$ cat config.mk
export PLATFORM = sky130hd
export DESIGN_NAME = zero_pad_stream
export DESIGN_NICKNAME = d
export VERILOG_FILES = /design/src/rtl/zero_pad_stream.sv
export SDC_FILE = /design/constraint.sdc
export NUM_CORES = 1
export LEC_CHECK = 0
export CORE_ASPECT_RATIO = 0.8
export CORE_MARGIN = 1
export CORE_UTILIZATION = 45
export CTS_CLUSTER_DIAMETER = 50
export DETAILED_ROUTE_END_ITERATION = 7
export HOLD_SLACK_MARGIN = 0.06
export PLACE_DENSITY = 0.67
export SYNTH_ARGS = -nofsm -noshare
export SYNTH_HDL_FRONTEND = slang
export SYNTH_SLANG_ARGS = --single-unit
$ cat constraint.sdc
create_clock -name clk -period 4.7 [get_ports clk]
set_input_delay 0.94 -clock clk [delete_from_list [all_inputs] [get_ports clk]]
set_output_delay 0.94 -clock clk [all_outputs]
set_load 0.01 [all_outputs]
$ cat src/rtl/zero_pad_stream.sv
// zero_pad_stream: wraps a raster-order frame in PAD rings of zero words.
// Input words are queued in a small FIFO so the source can keep streaming
// while pad words go out; only the data part of a row ever waits on input.
// Each emitting state drives the output registers on the edge that leaves
// it, so IDLE always costs one empty output cycle between frames.
module zero_pad_stream #(
    parameter int DATA_WIDHT = 32,
    parameter int IMG_WIDHT  = 21,
    parameter int IMG_HEIGHT = 21,
    parameter int PAD        = 1,
    parameter int FIFO_DEPTH = 32
) (
    input  logic                  clk,
    input  logic                  rst,
    input  logic [DATA_WIDHT-1:0] Data_In,
    input  logic                  Valid_In,
    output logic [DATA_WIDHT-1:0] Data_Out,
    output logic                  Valid_Out,
    output logic                  Frame_Done,
    output logic                  Overflow
);

    localparam int ROW_LEN  = IMG_WIDHT + 2 * PAD;
    localparam int COL_W    = $clog2(ROW_LEN + 1);
    // pad rows reuse the row counter, so it must also be able to reach PAD-1
    localparam int ROW_SPAN = (IMG_HEIGHT > PAD) ? IMG_HEIGHT : PAD;
    localparam int ROW_W    = $clog2(ROW_SPAN + 1);
    localparam int AW       = $clog2(FIFO_DEPTH);
    localparam int CNT_W    = AW + 1;

    localparam logic [COL_W-1:0]      COL_ZERO     = COL_W'(0);
    localparam logic [COL_W-1:0]      COL_ONE      = COL_W'(1);
    localparam logic [COL_W-1:0]      COL_LINE_END = COL_W'(ROW_LEN - 1);
    localparam logic [COL_W-1:0]      COL_DATA_END = COL_W'(IMG_WIDHT - 1);
    localparam logic [COL_W-1:0]      COL_PAD_END  = COL_W'((PAD > 0) ? PAD - 1 : 0);
    localparam logic [ROW_W-1:0]      ROW_ZERO     = ROW_W'(0);
    localparam logic [ROW_W-1:0]      ROW_ONE      = ROW_W'(1);
    localparam logic [ROW_W-1:0]      ROW_PAD_END  = ROW_W'((PAD > 0) ? PAD - 1 : 0);
    localparam logic [ROW_W-1:0]      ROW_IMG_END  = ROW_W'(IMG_HEIGHT - 1);
    localparam logic [AW-1:0]         PTR_ZERO     = AW'(0);
    localparam logic [AW-1:0]         PTR_ONE      = AW'(1);
    localparam logic [CNT_W-1:0]      CNT_ZERO     = CNT_W'(0);
    localparam logic [CNT_W-1:0]      CNT_ONE      = CNT_W'(1);
    localparam logic [CNT_W-1:0]      CNT_FULL     = CNT_W'(FIFO_DEPTH);
    localparam logic [DATA_WIDHT-1:0] ZERO_WORD    = DATA_WIDHT'(0);

    typedef enum logic [2:0] {
        IDLE      = 3'd0,
        PAD_TOP   = 3'd1,
        ROW_LEFT  = 3'd2,
        ROW_DATA  = 3'd3,
        ROW_RIGHT = 3'd4,
        PAD_BOT   = 3'd5
    } state_t;

    state_t                  state_r;
    logic [COL_W-1:0]        col_r;
    logic [ROW_W-1:0]        row_r;
    logic [DATA_WIDHT-1:0]   data_out_r;
    logic                    valid_out_r;
    logic                    frame_done_r;
    logic                    overflow_r;

    logic [DATA_WIDHT-1:0]   mem_r [FIFO_DEPTH];
    logic [AW-1:0]           wr_ptr_r;
    logic [AW-1:0]           rd_ptr_r;
    logic [CNT_W-1:0]        count_r;

    logic                    fifo_empty_s;
    logic                    fifo_full_s;
    logic                    pop_s;
    logic                    push_s;
    logic                    drop_s;

    // FIFO handshake: pops see only the registered count, pushes need room or a pop
    always_comb begin
        fifo_empty_s = (count_r == CNT_ZERO);
        fifo_full_s  = (count_r == CNT_FULL);
        if ((state_r == ROW_DATA) && !fifo_empty_s) begin
            pop_s = 1'b1;
        end else begin
            pop_s = 1'b0;
        end
        if (Valid_In && (!fifo_full_s || pop_s)) begin
            push_s = 1'b1;
        end else begin
            push_s = 1'b0;
        end
        if (Valid_In && fifo_full_s && !pop_s) begin
            drop_s = 1'b1;
        end else begin
            drop_s = 1'b0;
        end
    end

    // FIFO storage; entries are meaningless until written, so no reset is needed
    always_ff @(posedge clk) begin
        if (push_s) begin
            mem_r[wr_ptr_r] <= Data_In;
        end
    end

    // FIFO pointers, occupancy count and the sticky overflow flag
    always_ff @(posedge clk or posedge rst) begin
        if (rst) begin
            wr_ptr_r   <= PTR_ZERO;
            rd_ptr_r   <= PTR_ZERO;
            count_r    <= CNT_ZERO;
            overflow_r <= 1'b0;
        end else begin
            if (push_s) begin
                wr_ptr_r <= wr_ptr_r + PTR_ONE;
            end else begin
                wr_ptr_r <= wr_ptr_r;
            end
            if (pop_s) begin
                rd_ptr_r <= rd_ptr_r + PTR_ONE;
            end else begin
                rd_ptr_r <= rd_ptr_r;
            end
            case ({push_s, pop_s})
                2'b10:   count_r <= count_r + CNT_ONE;
                2'b01:   count_r <= count_r - CNT_ONE;
                default: count_r <= count_r;
            endcase
            if (drop_s) begin
                overflow_r <= 1'b1;
            end else begin
                overflow_r <= overflow_r;
            end
        end
    end

    // Frame sequencer: walks pad/data phases and registers the output word
    always_ff @(posedge clk or posedge rst) begin
        if (rst) begin
            state_r      <= IDLE;
            col_r        <= COL_ZERO;
            row_r        <= ROW_ZERO;
            data_out_r   <= ZERO_WORD;
            valid_out_r  <= 1'b0;
            frame_done_r <= 1'b0;
        end else begin
            data_out_r   <= ZERO_WORD;
            valid_out_r  <= 1'b0;
            frame_done_r <= 1'b0;
            case (state_r)
                IDLE: begin
                    col_r <= COL_ZERO;
                    row_r <= ROW_ZERO;
                    if (!fifo_empty_s) begin
                        state_r <= (PAD > 0) ? PAD_TOP : ROW_DATA;
                    end else begin
                        state_r <= IDLE;
                    end
                end
                PAD_TOP: begin
                    valid_out_r <= 1'b1;
                    if (col_r == COL_LINE_END) begin
                        col_r <= COL_ZERO;
                        if (row_r == ROW_PAD_END) begin
                            row_r   <= ROW_ZERO;
                            state_r <= ROW_LEFT;
                        end else begin
                            row_r <= row_r + ROW_ONE;
                        end
                    end else begin
                        col_r <= col_r + COL_ONE;
                    end
                end
                ROW_LEFT: begin
                    valid_out_r <= 1'b1;
                    if (col_r == COL_PAD_END) begin
                        col_r   <= COL_ZERO;
                        state_r <= ROW_DATA;
                    end else begin
                        col_r <= col_r + COL_ONE;
                    end
                end
                ROW_DATA: begin
                    // an empty FIFO stalls here with counters held
                    if (pop_s) begin
                        valid_out_r <= 1'b1;
                        data_out_r  <= mem_r[rd_ptr_r];
                        if (col_r == COL_DATA_END) begin
                            col_r <= COL_ZERO;
                            if (PAD > 0) begin
                                state_r <= ROW_RIGHT;
                            end else if (row_r == ROW_IMG_END) begin
                                row_r        <= ROW_ZERO;
                                frame_done_r <= 1'b1;
                                state_r      <= IDLE;
                            end else begin
                                row_r <= row_r + ROW_ONE;
                            end
                        end else begin
                            col_r <= col_r + COL_ONE;
                        end
                    end else begin
                        col_r <= col_r;
                    end
                end
                ROW_RIGHT: begin
                    valid_out_r <= 1'b1;
                    if (col_r == COL_PAD_END) begin
                        col_r <= COL_ZERO;
                        if (row_r == ROW_IMG_END) begin
                            row_r   <= ROW_ZERO;
                            state_r <= PAD_BOT;
                        end else begin
                            row_r   <= row_r + ROW_ONE;
                            state_r <= ROW_LEFT;
                        end
                    end else begin
                        col_r <= col_r + COL_ONE;
                    end
                end
                PAD_BOT: begin
                    valid_out_r <= 1'b1;
                    if (col_r == COL_LINE_END) begin
                        col_r <= COL_ZERO;
                        if (row_r == ROW_PAD_END) begin
                            row_r        <= ROW_ZERO;
                            frame_done_r <= 1'b1;
                            state_r      <= IDLE;
                        end else begin
                            row_r <= row_r + ROW_ONE;
                        end
                    end else begin
                        col_r <= col_r + COL_ONE;
                    end
                end
                default: begin
                    state_r <= IDLE;
                    col_r   <= COL_ZERO;
                    row_r   <= ROW_ZERO;
                end
            endcase
        end
    end

    assign Data_Out   = data_out_r;
    assign Valid_Out  = valid_out_r;
    assign Frame_Done = frame_done_r;
    assign Overflow   = overflow_r;

endmodule

==> results.py, run 1 <==
metrics = {
    "logic_synthesis": {
        "synth_most_common_cell": "edfxtp_1",
        "synth_top_area_share": 0.739,
        "ys.flop_type": "edfxtp_1",
        "syn_area_mm2": 0.0416,
        "ys_types": 53,
        "synth_common_cells": "edfxtp_1, mux4_2, o22ai_1",
        "synth_area_per_cell_um2": 22.6,
        "yosysTopAreaCell": "edfxtp_1",
        "syn_nets": 1887,
        "netlist_instances": 1841,
        "ys_warn_count": 0,
        "synth_edf_count": 1024,
        "ys_seq_area_frac": 0.777,
        "synth-seq-cells": 1088,
        "synthTopCellsByArea": "edfxtp_1, mux4_2, dfrtp_1",
        "async_flop_share": 0.0588,
    },
    "floorplan": {
        "core-area_mm2": 0.0914,
        "die_h_um": 274,
        "ioPinCount": 70,
        "initial_utilization": 0.455,
        "num_rows": 99,
        "die_area_mm2": 0.0937,
        "die-width_um": 342,
    },
    "clocking": {
        "worstSkewPairLatency_ns": 0.70,
        "tritoncts": "done",
        "cts-hold-fix-buffers": 0,
        "post-cts-setup-buffers": 0,
        "h-tree-depth": 3,
        "cts.sinks": 1088,
        "cts-root-buf": "clkbuf_16",
        "clk_pin_slew_ns": 0.07,
        "cts_buffer_depth": 3,
        "numCtsBuffers": 104,
        "ctsResizeCount": 0,
    },
    "sta": {
        "finClkSkew_ns": 0.0355,
        "worstMarginPinSlew_ns": 1.14,
        "period_minus_slack_ns": 3.29,
        "slew_viol_final": 0,
        "final_hold_viol_count": 0,
        "fin_crit_sh": 0.700,
        "fin_setup_tns_ns": 0,
        "timing.fmax_ghz": 0.304,
        "rsz0062_at_grt": "no",
        "slew_headroom": 0.240,
        "setup_viol": 0,
    },
    "power_and_ir_drop": {
        "p_per_area_mw_per_mm2": 588,
        "leakage_nw": 15.1,
        "ir_drop_mv": 0.332,
    },
    "detailed_routing": {
        "via_per_inst": 5.97,
        "drt-pass1-iter-count": 7,
        "routedWlPerCell_um": 29.7,
        "wirelength_um": 98500,
        "ant_nets": 0,
        "dr_total_vias": 19800,
        "drc": 8,
        "drt_iter0_markers": 2700,
    },
    "job": {
        "cap_violations": 0,
    },
    "global_route": {
        "grt_usage": 0.213,
        "grt_pass1_vias": 19600,
        "gr-total-overflow": 0,
        "grt_pass1_wl_um": 141000,
        "antenna_found_initial": 6,
        "grt_max_degree": 94,
    },
    "setup_path": {
        "crit_chain": "nand3b_1 > a41oi_2 > nand2_1 > buf_4 > nor2_4 > buf_4",
        "crit_start": "state_r[0]$_DFFE_PP0P_",
        "required_ns": 5.10,
        "reg2reg_depth": 6,
        "cp.arrival_ns": 3.69,
        "crit_fanout": 20,
        "worstReg2RegStart": "state_r[0]$_DFFE_PP0P_",
        "reg2reg_to": "mem_r[11][22]$_DFFE_PP_",
        "worst-setup-path-type": "register to register",
        "crit_top_cell": "buf_4",
        "end_kind": "register",
        "r2r_slack_ns": 1.41,
        "cp-start-kind": "register",
        "worst_path_max_delay_cell": "a41oi_2",
        "max_stage_delay_ns": 0.72,
    },
    "final_layout": {
        "design_area_mm2": 0.0479,
        "drive_gt1_frac": 0.299,
        "area_growth_pct": 15.1,
        "fill_cells": 6881,
        "diodes": 0,
        "final_nets": 2058,
    },
    "min_path": {
        "hold_end": "Overflow$_DFFE_PP0P_",
        "min_from": "Overflow$_DFFE_PP0P_",
        "hold_class": "register to register",
        "worstHoldPathCells": 1,
    },
    "place": {
        "globalplace.congestion": 0.854,
        "portBuffers": 69,
        "place_area_mm2": 0.0444,
        "place_hpwl_um": 61100,
    },
    "run_status": {
        "status": "finished, violations left",
        "violations": "design-rule violations",
    },
}
==> how the worst max path moves through the flow <==
stage,end,slack [ns],cells past startpoint
finish,mem_r[11][22]$_DFFE_PP_,1.41,6
global route,mem_r[11][27]$_DFFE_PP_,1.25,6
CTS,mem_r[11][22]$_DFFE_PP_,1.46,6
detailed placement,mem_r[27][28]$_DFFE_PP_,0.82,7
global placement,mem_r[11][15]$_DFFE_PP_,0.84,7
floorplan,mem_r[31][0]$_DFFE_PP_,1.02,6
==> worst max-delay path, delay by kind of cell, from the launching register on <==
kind	cells	cell delay [ns]
compound gates	1	0.72
flops	1	0.57
simple gates	3	1.14
buf+inv	2	0.56
==> sequential cells by signal (all words and copies together) (netlist names), 3 cells and up <==
register,count
Data_Out,32
col_r,5
count_r,6
mem_r,1024
rd_ptr_r,5
row_r,5
state_r,3
wr_ptr_r,5
==> cells in the final DEF (no fill, tap or decap), types with 27 or more instances in the layout <==
| cell type | count |
|---|---|
| edfxtp_1 | 1024 |
| mux4_2 | 273 |
| clkbuf_16 | 104 |
| buf_4 | 78 |
| o22ai_1 | 67 |
| clkdlybuf4s50_1 | 61 |
| dfrtp_1 | 60 |
| mux2_2 | 44 |
| nor3_1 | 40 |
| nor2_4 | 32 |
| nand2_1 | 27 |
==> stage by stage <==
stage               hold slack [ns]  utilization  power [W]  instances  worst slack, ns
finish                        0.483        0.524     0.0282       3313             1.41
global route                  0.514        0.524     0.0291       3313             1.25
CTS                           0.487        0.524     0.0283       3313             1.46
detailed placement            0.476        0.485     0.0198       3118            0.825
global placement              0.454        0.485     0.0197       3118            0.842
floorplan                     0.496            -     0.0168       1841             1.02
==> kinds of logic (layout without fill, tap and decap cells) <==
| group | after synthesis | count (layout) | share of synthesized area |
|---|---|---|---|
| buf+inv | 107 | 367 | 0.0136 |
| xor+xnor | 13 | 13 | 0.00274 |
| mux | 337 | 337 | 0.164 |
| simple gates | 167 | 167 | 0.0198 |
| flops | 1088 | 1088 | 0.777 |
| compound gates | 118 | 118 | 0.0187 |
| fa+ha+maj | 11 | 11 | 0.00331 |
==> routing by layer <==
layer,global-route usage,share of wire
met2,0.314,0.45
met5,0,0.00013
met3,0.0559,0.11
met1,0.318,0.42
met4,0.0562,0.024
==> area by class of cell <==
| cell class | instances | area (um2) | share of cell area |
|---|---|---|---|
| multi-input combinational | 646 | 8940 | 0.187 |
| sequential | 1088 | 32400 | 0.676 |
| clock buffer | 118 | 2670 | 0.0557 |
| inverter | 12 | 46.3 | 0.000967 |
| clock inverter | 77 | 862 | 0.0180 |
| timing repair buffer | 160 | 1500 | 0.0312 |
| tap | 1212 | 1520 | 0.0317 |
==> report_power, final <==
part	switching, W	internal (W)	leakage, nW
Combinational	0.00431	0.00340	3.33
Sequential	0.000583	0.0113	10.1
Clock	0.00372	0.00481	1.70
Power figures use the tool's default switching activity.
==> run 2, diff against run 1 <==
PLACE_DENSITY = 0.69   (was 0.67)
clock period = 2.8 ns   (was 4.7 ns; I/O delays follow)
==> results.py, run 2 (synthesis results as in run 1) <==
metrics = {
    "run_status": {
        "violations": "design-rule violations",
        "status": "finished, violations left",
    },
    "clocking": {
        "cts-hold-fix-buffers": 0,
        "post-cts-setup-buffers": 0,
        "cts-root-buf": "clkbuf_16",
        "h-tree-depth": 3,
        "tritoncts": "done",
        "cts.sinks": 1088,
        "ctsResizeCount": 0,
        "numCtsBuffers": 105,
        "clk_pin_slew_ns": 0.07,
        "cts_buffer_depth": 3,
        "worstSkewPairLatency_ns": 0.69,
    },
    "sta": {
        "fin_crit_sh": 0.954,
        "worstMarginPinSlew_ns": 0.832,
        "final_hold_viol_count": 0,
        "slew_viol_final": 0,
        "timing.fmax_ghz": 0.374,
        "setup_viol": 0,
        "slew_headroom": 0.444,
        "finClkSkew_ns": 0.0299,
        "period_minus_slack_ns": 2.67,
        "whs_ns": 0.264,
        "rsz0062_at_grt": "no",
    },
    "power_and_ir_drop": {
        "leakage_nw": 15.7,
        "ir_drop_mv": 0.656,
        "p_per_area_mw_per_mm2": 952,
    },
    "place": {
        "globalplace.congestion": 0.818,
        "portBuffers": 69,
        "place_hpwl_um": 58600,
    },
    "global_route": {
        "grt_usage": 0.209,
        "grt_max_degree": 64,
        "antenna_found_initial": 1,
        "grt_pass1_wl_um": 141000,
        "grt_pass1_vias": 20500,
        "gr-total-overflow": 0,
    },
    "final_layout": {
        "drive_gt1_frac": 0.319,
        "diodes": 0,
        "final_nets": 2144,
        "largest_register": "mem_r",
        "layout_common_cells": "edfxtp_1, mux4_2, clkbuf_16, buf_4, buf_12",
        "largest_reg_flops": 1024,
        "utilization": 0.537,
        "area_growth_pct": 18.1,
        "layout_commonest_cell": "edfxtp_1",
    },
    "setup_path": {
        "crit_fanout": 63,
        "worst-setup-path-type": "register to register",
        "reg2reg_to": "Data_Out[30]$_DFF_PP0_",
        "worstReg2RegStart": "rd_ptr_r[2]$_DFFE_PP0P_",
        "required_ns": 3.29,
        "cp.arrival_ns": 3.16,
        "r2r_slack_ns": 0.13,
        "crit_start": "rd_ptr_r[2]$_DFFE_PP0P_",
        "cp-start-kind": "register",
        "reg2reg_depth": 5,
        "end_kind": "register",
        "crit_end": "Data_Out[30]$_DFF_PP0_",
    },
    "job": {
        "cap_violations": 0,
    },
    "floorplan": {
        "core-area_mm2": 0.0914,
        "ioPinCount": 70,
        "die_area_mm2": 0.0937,
        "initial_utilization": 0.455,
        "die-width_um": 342,
        "num_rows": 99,
        "die_h_um": 274,
    },
    "detailed_routing": {
        "drc": 11,
        "wirelength_um": 95900,
        "ant_nets": 0,
        "drt_iter0_markers": 2581,
        "via_per_inst": 5.93,
        "drt-pass1-iter-count": 7,
        "routedWlPerCell_um": 28.2,
        "dr_total_vias": 20100,
    },
    "min_path": {
        "hold_class": "input pin to async pin",
    },
}
[run 2: per-layer routing]
| metal | global-route usage | share of wire | vias to the layer above |
|---|---|---|---|
| li1 | - | - | 8311 |
| met2 | 0.336 | 0.49 | 909 |
| met3 | 0.0358 | 0.078 | 111 |
| met4 | 0.0404 | 0.015 | 0 |
| met5 | 0 | 0 | - |
| met1 | 0.303 | 0.42 | 10800 |
[run 2: how the worst min path moves through the flow]
stage,endpoint,slack (ns),cells past startpoint
floorplan,count_r[0]$_DFFE_PP0P_,0.50,1
global placement,Overflow$_DFFE_PP0P_,0.46,1
detailed placement,Overflow$_DFFE_PP0P_,0.48,1
CTS,state_r[0]$_DFFE_PP0P_,0.25,2
global route,state_r[1]$_DFFE_PP0P_,0.28,2
finish,state_r[0]$_DFFE_PP0P_,0.26,2
[run 2: where the power goes]
| group | total, W | switching [W] | internal (W) |
|---|---|---|---|
| Sequential | 0.0197 | 0.000668 | 0.0190 |
| Combinational | 0.0132 | 0.00678 | 0.00644 |
| Clock | 0.0138 | 0.00605 | 0.00780 |
| Total | 0.0467 | 0.0135 | 0.0332 |
[run 2: area by class of cell]
type,count,area [um2]
clock buffer,137,2820
fill,6779,42300
timing repair buffer,245,2900
inverter,12,46.3
clock inverter,55,543
tap,1212,1520
sequential,1088,32400
multi-input combinational,646,8940
[run 2: metrics by stage]
step / cells / power, W / instance area (um2) / setup slack, ns / TNS, ns
floorplan: 1841 / 0.0283 / 41600 / -0.514 / -421.65
global placement: 3203 / 0.0330 / 45800 / 0.173 / 0
detailed placement: 3203 / 0.0333 / 45800 / 0.155 / 0
CTS: 3395 / 0.0471 / 49100 / 0.132 / 0
global route: 3395 / 0.0485 / 49100 / 0.0143 / 0
finish: 3395 / 0.0467 / 49100 / 0.128 / 0
[run 2: worst max-delay path, stage by stage, from the launching register on]
cell and delay [ns]:
dfrtp_4 0.76, buf_12 0.39, nand2b_1 0.21, buf_12 0.22, o22ai_1 0.14, nor3_1 0.65
